**src/rtl/conv_sequencer_if.sv**
```systemverilog
// Execute-stage handshake between the core and the convolution sequencer:
// launch operands, pipeline stall, data-memory read port and writeback result.
interface conv_sequencer_if #(
  parameter int DATA_W = 32,
  parameter int ADDR_W = 32
);
  logic              start;
  logic [ADDR_W-1:0] in_base;
  logic [ADDR_W-1:0] w_base;
  logic [ADDR_W-1:0] row_stride;
  logic              busy;
  logic              mem_req;
  logic [ADDR_W-1:0] mem_addr;
  logic              mem_ack;
  logic [DATA_W-1:0] mem_rdata;
  logic              done;
  logic [DATA_W-1:0] result;

  // Sequencer side: it masters the memory read port and reports status.
  modport master (
    input  start, in_base, w_base, row_stride, mem_ack, mem_rdata,
    output busy, mem_req, mem_addr, done, result
  );

  // Core / memory side.
  modport slave (
    output start, in_base, w_base, row_stride, mem_ack, mem_rdata,
    input  busy, mem_req, mem_addr, done, result
  );
endinterface

```
**src/rtl/conv_sequencer.sv**
```systemverilog
// K x K multiply-accumulate sequencer for the conv instruction: reads one pixel
// and one weight per tap through the shared read port and returns the wrapped sum.
module conv_sequencer #(
  parameter int DATA_W = 32,
  parameter int ADDR_W = 32,
  parameter int K      = 3
) (
  input  logic             clk,
  input  logic             rst,
  conv_sequencer_if.master bus
);

  localparam int CW = (K > 1) ? $clog2(K) : 1;
  localparam logic [CW-1:0]     C_LAST     = CW'(K - 1);
  localparam logic [ADDR_W-1:0] WORD_BYTES = ADDR_W'(32'd4);

  typedef enum logic [2:0] {
    IDLE  = 3'd0,
    RD_IN = 3'd1,
    RD_W  = 3'd2,
    MAC   = 3'd3,
    DONE  = 3'd4
  } state_t;

  state_t            state_r;
  logic [DATA_W-1:0] acc_r;
  logic [DATA_W-1:0] pix_r;
  logic [DATA_W-1:0] wt_r;
  logic [CW-1:0]     r_r;
  logic [CW-1:0]     c_r;
  logic [ADDR_W-1:0] stride_r;
  logic [ADDR_W-1:0] row_ptr_r;
  logic [ADDR_W-1:0] in_ptr_r;
  logic [ADDR_W-1:0] w_ptr_r;

  logic signed [DATA_W-1:0] prod_s;
  logic [DATA_W-1:0]        acc_next_s;
  logic [ADDR_W-1:0]        next_row_s;
  logic [ADDR_W-1:0]        next_col_s;

  // MAC datapath and next input addresses; pointers walk rows by stride so no multiplier is needed.
  always_comb begin
    prod_s     = $signed(pix_r) * $signed(wt_r);
    acc_next_s = acc_r + prod_s;
    next_row_s = row_ptr_r + stride_r;
    next_col_s = in_ptr_r + WORD_BYTES;
  end

  // Sequencer FSM; every output is registered so mem_addr stays put until mem_ack.
  always_ff @(posedge clk or posedge rst) begin
    if (rst) begin
      state_r      <= IDLE;
      bus.busy     <= 1'b0;
      bus.mem_req  <= 1'b0;
      bus.mem_addr <= {ADDR_W{1'b0}};
      bus.done     <= 1'b0;
      bus.result   <= {DATA_W{1'b0}};
      acc_r        <= {DATA_W{1'b0}};
      pix_r        <= {DATA_W{1'b0}};
      wt_r         <= {DATA_W{1'b0}};
      r_r          <= {CW{1'b0}};
      c_r          <= {CW{1'b0}};
      stride_r     <= {ADDR_W{1'b0}};
      row_ptr_r    <= {ADDR_W{1'b0}};
      in_ptr_r     <= {ADDR_W{1'b0}};
      w_ptr_r      <= {ADDR_W{1'b0}};
    end else begin
      case (state_r)
        IDLE: begin
          bus.done <= 1'b0;
          if (bus.start) begin
            stride_r     <= bus.row_stride;
            row_ptr_r    <= bus.in_base;
            in_ptr_r     <= bus.in_base;
            w_ptr_r      <= bus.w_base;
            acc_r        <= {DATA_W{1'b0}};
            r_r          <= {CW{1'b0}};
            c_r          <= {CW{1'b0}};
            bus.mem_addr <= bus.in_base;
            bus.mem_req  <= 1'b1;
            bus.busy     <= 1'b1;
            state_r      <= RD_IN;
          end else begin
            state_r <= IDLE;
          end
        end
        RD_IN: begin
          if (bus.mem_ack) begin
            pix_r        <= bus.mem_rdata;
            bus.mem_addr <= w_ptr_r;
            state_r      <= RD_W;
          end else begin
            state_r <= RD_IN;
          end
        end
        RD_W: begin
          if (bus.mem_ack) begin
            wt_r        <= bus.mem_rdata;
            w_ptr_r     <= w_ptr_r + WORD_BYTES;
            bus.mem_req <= 1'b0;
            state_r     <= MAC;
          end else begin
            state_r <= RD_W;
          end
        end
        MAC: begin
          acc_r <= acc_next_s;
          if (c_r == C_LAST) begin
            c_r <= {CW{1'b0}};
            if (r_r == C_LAST) begin
              r_r        <= {CW{1'b0}};
              bus.result <= acc_next_s;
              bus.busy   <= 1'b0;
              bus.done   <= 1'b1;
              state_r    <= DONE;
            end else begin
              r_r          <= r_r + {{(CW-1){1'b0}}, 1'b1};
              row_ptr_r    <= next_row_s;
              in_ptr_r     <= next_row_s;
              bus.mem_addr <= next_row_s;
              bus.mem_req  <= 1'b1;
              state_r      <= RD_IN;
            end
          end else begin
            c_r          <= c_r + {{(CW-1){1'b0}}, 1'b1};
            in_ptr_r     <= next_col_s;
            bus.mem_addr <= next_col_s;
            bus.mem_req  <= 1'b1;
            state_r      <= RD_IN;
          end
        end
        DONE: begin
          bus.done <= 1'b0;
          state_r  <= IDLE;
        end
        default: begin
          bus.busy    <= 1'b0;
          bus.mem_req <= 1'b0;
          bus.done    <= 1'b0;
          state_r     <= IDLE;
        end
      endcase
    end
  end

endmodule

```
**src/flat_wrapper.sv**
```systemverilog
// flat-port wrapper written by rule: the top's interface ports become plain ports
module conv_sequencer_flat 
#(
  parameter int DATA_W = 32,
  parameter int ADDR_W = 32,
  parameter int K      = 3
)
  (clk, rst, bus_start, bus_in_base, bus_w_base, bus_row_stride, bus_mem_ack, bus_mem_rdata, bus_busy, bus_mem_req, bus_mem_addr, bus_done, bus_result);
  conv_sequencer_if #(.DATA_W(DATA_W), .ADDR_W(ADDR_W)) bus_i ();
  input  logic clk;
  input  logic rst;
  input wire logic [$bits(bus_i.start)-1:0] bus_start;
  input wire logic [$bits(bus_i.in_base)-1:0] bus_in_base;
  input wire logic [$bits(bus_i.w_base)-1:0] bus_w_base;
  input wire logic [$bits(bus_i.row_stride)-1:0] bus_row_stride;
  input wire logic [$bits(bus_i.mem_ack)-1:0] bus_mem_ack;
  input wire logic [$bits(bus_i.mem_rdata)-1:0] bus_mem_rdata;
  output wire logic [$bits(bus_i.busy)-1:0] bus_busy;
  output wire logic [$bits(bus_i.mem_req)-1:0] bus_mem_req;
  output wire logic [$bits(bus_i.mem_addr)-1:0] bus_mem_addr;
  output wire logic [$bits(bus_i.done)-1:0] bus_done;
  output wire logic [$bits(bus_i.result)-1:0] bus_result;
  assign bus_i.start = bus_start;
  assign bus_i.in_base = bus_in_base;
  assign bus_i.w_base = bus_w_base;
  assign bus_i.row_stride = bus_row_stride;
  assign bus_i.mem_ack = bus_mem_ack;
  assign bus_i.mem_rdata = bus_mem_rdata;
  assign bus_busy = bus_i.busy;
  assign bus_mem_req = bus_i.mem_req;
  assign bus_mem_addr = bus_i.mem_addr;
  assign bus_done = bus_i.done;
  assign bus_result = bus_i.result;
  conv_sequencer #(.DATA_W(DATA_W), .ADDR_W(ADDR_W), .K(K)) u_core (.clk(clk), .rst(rst), .bus(bus_i));
endmodule
```
**config.mk**
```make
export PLATFORM = sky130hd
export DESIGN_NAME = conv_sequencer_flat
export DESIGN_NICKNAME = d
export VERILOG_FILES = /design/src/rtl/conv_sequencer_if.sv /design/src/rtl/conv_sequencer.sv /design/src/flat_wrapper.sv
export SDC_FILE = /design/constraint.sdc
export NUM_CORES = 2
export LEC_CHECK = 0
export ABC_AREA = 0
export BUFFER_PORTS_ARGS = -buffer_cell sky130_fd_sc_hd__buf_4
export CAP_MARGIN = 15
export CORE_MARGIN = 2
export CORE_UTILIZATION = 49
export CTS_BUF_LIST = sky130_fd_sc_hd__clkbuf_2
export DETAILED_ROUTE_END_ITERATION = 6
export PLACE_DENSITY = 0.67
export SYNTH_ARGS = -nofsm -noshare
export SYNTH_HDL_FRONTEND = slang
export SYNTH_SLANG_ARGS = --single-unit
```
**constraint.sdc**
```tcl
create_clock -name clk -period 10.9 [get_ports clk]
set_input_delay 0.545 -clock clk [delete_from_list [all_inputs] [get_ports clk]]
set_output_delay 0.545 -clock clk [all_outputs]
set_load 0.02 [all_outputs]
```
==> reports/results.txt <==
synth warn: 0
layout cell share with drive strength beyond 1: 12.0%
Tightest Pin Transition: 1.13 ns
R2R depth: 25
num ports: 199
post-synthesis sequential area ratio: 23.2%
Primary FF master, synth: dfrtp_1
asr flop ratio synth: 100%
period utilization: 71.5%
Slowest Stage Delay on Critical Path: 0.90 ns
count of pins over their slew limit: 0
unrepaired setup endpoints after global routing: false
final critical-path required period: 7.79 ns
Initial Utilization: 49.7%
antenna-violating nets left: 0
clk_skew: 0.130 ns
hold path startpoint: bus_start
Syn Area/Cell: 9.04 um^2
core footprint: 0.0647 mm^2
worst hold path endpoint: u_core.c_r[0]
crit-path max FO: 16
Max-Cap Viols: 0
WL/cell: 20.1 um
CP startpoint: u_core.wt_r[8]
1st-iter DRT viols: 2174
fmax: 128 MHz
Clock Sink Count: 298
Reg-to-Reg End: u_core.bus.result[27]
Crit path required time: 11.77 ns
GR Overflow Total: 0
cts repair resizes: 0
most common cell after layout, fill and taps aside: nand2_1
drt first pass iters: 7
mapped cell area: 0.0322 mm^2
worst min path class: in2reg
hold buffers post-CTS: 130
most frequent cells in the layout: nand2_1, inv_1, fa_1
clk_lat worst skew: 1.08 ns
clock buffer depth: 3
Post-Syn Instances: 3557
DIE HEIGHT: 260 um
final hold violation count: 0
die footprint: 0.0677 mm^2
H-tree levels: 3
# DRC: 0
die width: 260 um
GPL Wtd Cong: 0.969
port bufs: 198
P&R area growth vs syn: 12.8%
syn_nets: 4312
max_slew headroom: 24.5%
vias in the first global route: 26690
Max stage delay cell, worst path: dfrtp_1
Worst-path clk slew: 0.10 ns
FF-to-FF Start: u_core.wt_r[8]
Yosys reg bits: 298
WL final: 94800 um
final setup TNS: 0 ns
vias per cell: 5.47
CP Depth: 25
cts bufs inserted: 81
TritonCTS clock tree: yes
r2r setup slk: 3.11 ns
largest net degree at the start of global routing: 130
HPWL after DPL: 71400 um
Post-synth EDFFs: 0
first-pass GRT wire length: 150000 um
critical path launch point type: flip-flop
CP Capture Type: flip-flop
setup bufs post-CTS: 0
Tot GR Track Use: 29.0%
initial antenna violation count: 9
sum of buffers and inverters on the critical path: 6
Placement Rows: 93
via count: 25871
status: finished, final reports clean
cell count of the worst hold path: 5
Top cell by count, worst path: fa_1
Yosys cell types: 77
clock root cell: clkbuf_2
WS Path Type: reg2reg
nets: 4566
crit-path leading delay family: adder cells
Data arrival, critical path: 8.66 ns
final setup violating endpoints: 0
==> layout make-up <==
cell class	count	area, um^2
Clock buffer	113	566
Antenna cell	6	15.0
Tap cell	855	1070
Multi-Input combinational cell	2523	22000
Inverter	544	2050
Clock inverter	24	110
Timing Repair Buffer	363	3060
Sequential cell	298	7460
Fill cell	5908	28400
==> routing by layer <==
metal	part of all wire [%]	track usage, %	wire, um
met5	0.033	0	31
met2	48	47.8	45700
met3	8.2	5.92	7780
met1	40	37.3	37600
met4	3.9	11.7	3710
==> cell families after synthesis <==
family	share of synthesized area, %
AOI/OAI and AO/OA	9.73
xor gates and xnor gates	3.95
adders and majority gates	34.5
buffers and inverters	8.64
DFF	23.2
muxes	2.65
and+or+nand+nor	17.4
==> cells in the mapped netlist (7+ instances only) <==
| library cell | count | area [um^2] |
|---|---|---|
| a211oi_1 | 11 | 82.6 |
| a21boi_0 | 7 | 52.6 |
| a21o_1 | 24 | 180 |
| a21oi_1 | 146 | 731 |
| a22o_1 | 30 | 263 |
| a31oi_1 | 70 | 438 |
| and2_1 | 273 | 1710 |
| and3_1 | 47 | 294 |
| and4_1 | 7 | 61.3 |
| buf_1 | 12 | 45.0 |
| buf_2 | 11 | 55.1 |
| clkbuf_1 | 168 | 631 |
| dfrtp_1 | 298 | 7460 |
| fa_1 | 439 | 8790 |
| ha_1 | 184 | 2300 |
| inv_1 | 541 | 2030 |
| mux2_2 | 69 | 777 |
| nand2_1 | 592 | 2220 |
| nand2b_1 | 11 | 68.8 |
| nand3_1 | 50 | 250 |
| nand4_1 | 16 | 100 |
| nor2_1 | 144 | 541 |
| nor2b_1 | 9 | 56.3 |
| nor3_1 | 17 | 85.1 |
| o211ai_1 | 23 | 173 |
| o21a_1 | 15 | 113 |
| o21ai_0 | 68 | 340 |
| o21ai_1 | 12 | 60.1 |
| o21bai_1 | 11 | 82.6 |
| o22ai_1 | 17 | 106 |
| xnor2_1 | 111 | 972 |
| xor2_1 | 34 | 298 |
==> state kept, by name (all words and copies together) (netlist names) <==
signal	flops
u_core.bus.result	32
u_core.bus.mem_addr	32
u_core.stride_r	32
u_core.acc_r	32
u_core.r_r	2
u_core.bus.mem_req	1
u_core.state_r	3
u_core.in_ptr_r	32
u_core.wt_r	32
u_core.w_ptr_r	32
u_core.bus.busy	1
u_core.pix_r	32
u_core.bus.done	1
u_core.row_ptr_r	32
u_core.c_r	2
==> through the flow <==
step / area [um^2] / utilization, % / worst slack [ns] / cells / hold WS [ns]
final: 36300 / 56.1 / 3.11 / 4726 / 0.145
after global routing: 36300 / 56.1 / 2.75 / 4723 / 0.125
after CTS: 36300 / 56.1 / 3.18 / 4720 / 0.0281
after detailed placement: 34300 / 53.0 / 3.37 / 4453 / 0.462
after global placement: 34300 / 53.0 / 3.42 / 4453 / 0.463
after floorplan: 32200 / - / 2.12 / 3557 / 0.447
==> tightest hold or removal path: stages <==
cell and delay, ns:
buf_4 0.12, nor2b_1 0.19, o21bai_1 0.19, nand2_1 0.06
o21ai_0 0.06
==> worst max path at each step <==
| stage | slack [ns] | endpoint |
|---|---|---|
| CTS | 3.18 | u_core.bus.result[27] |
| finish | 3.11 | u_core.bus.result[27] |
| global placement | 3.42 | u_core.bus.result[27] |
| floorplan | 2.12 | u_core.acc_r[0] |
| global route | 2.75 | u_core.bus.result[27] |
| detailed placement | 3.37 | u_core.bus.result[27] |
Power is not shown: default switching activity piles up to over one toggle a cycle in this logic, so the estimate is an artifact.
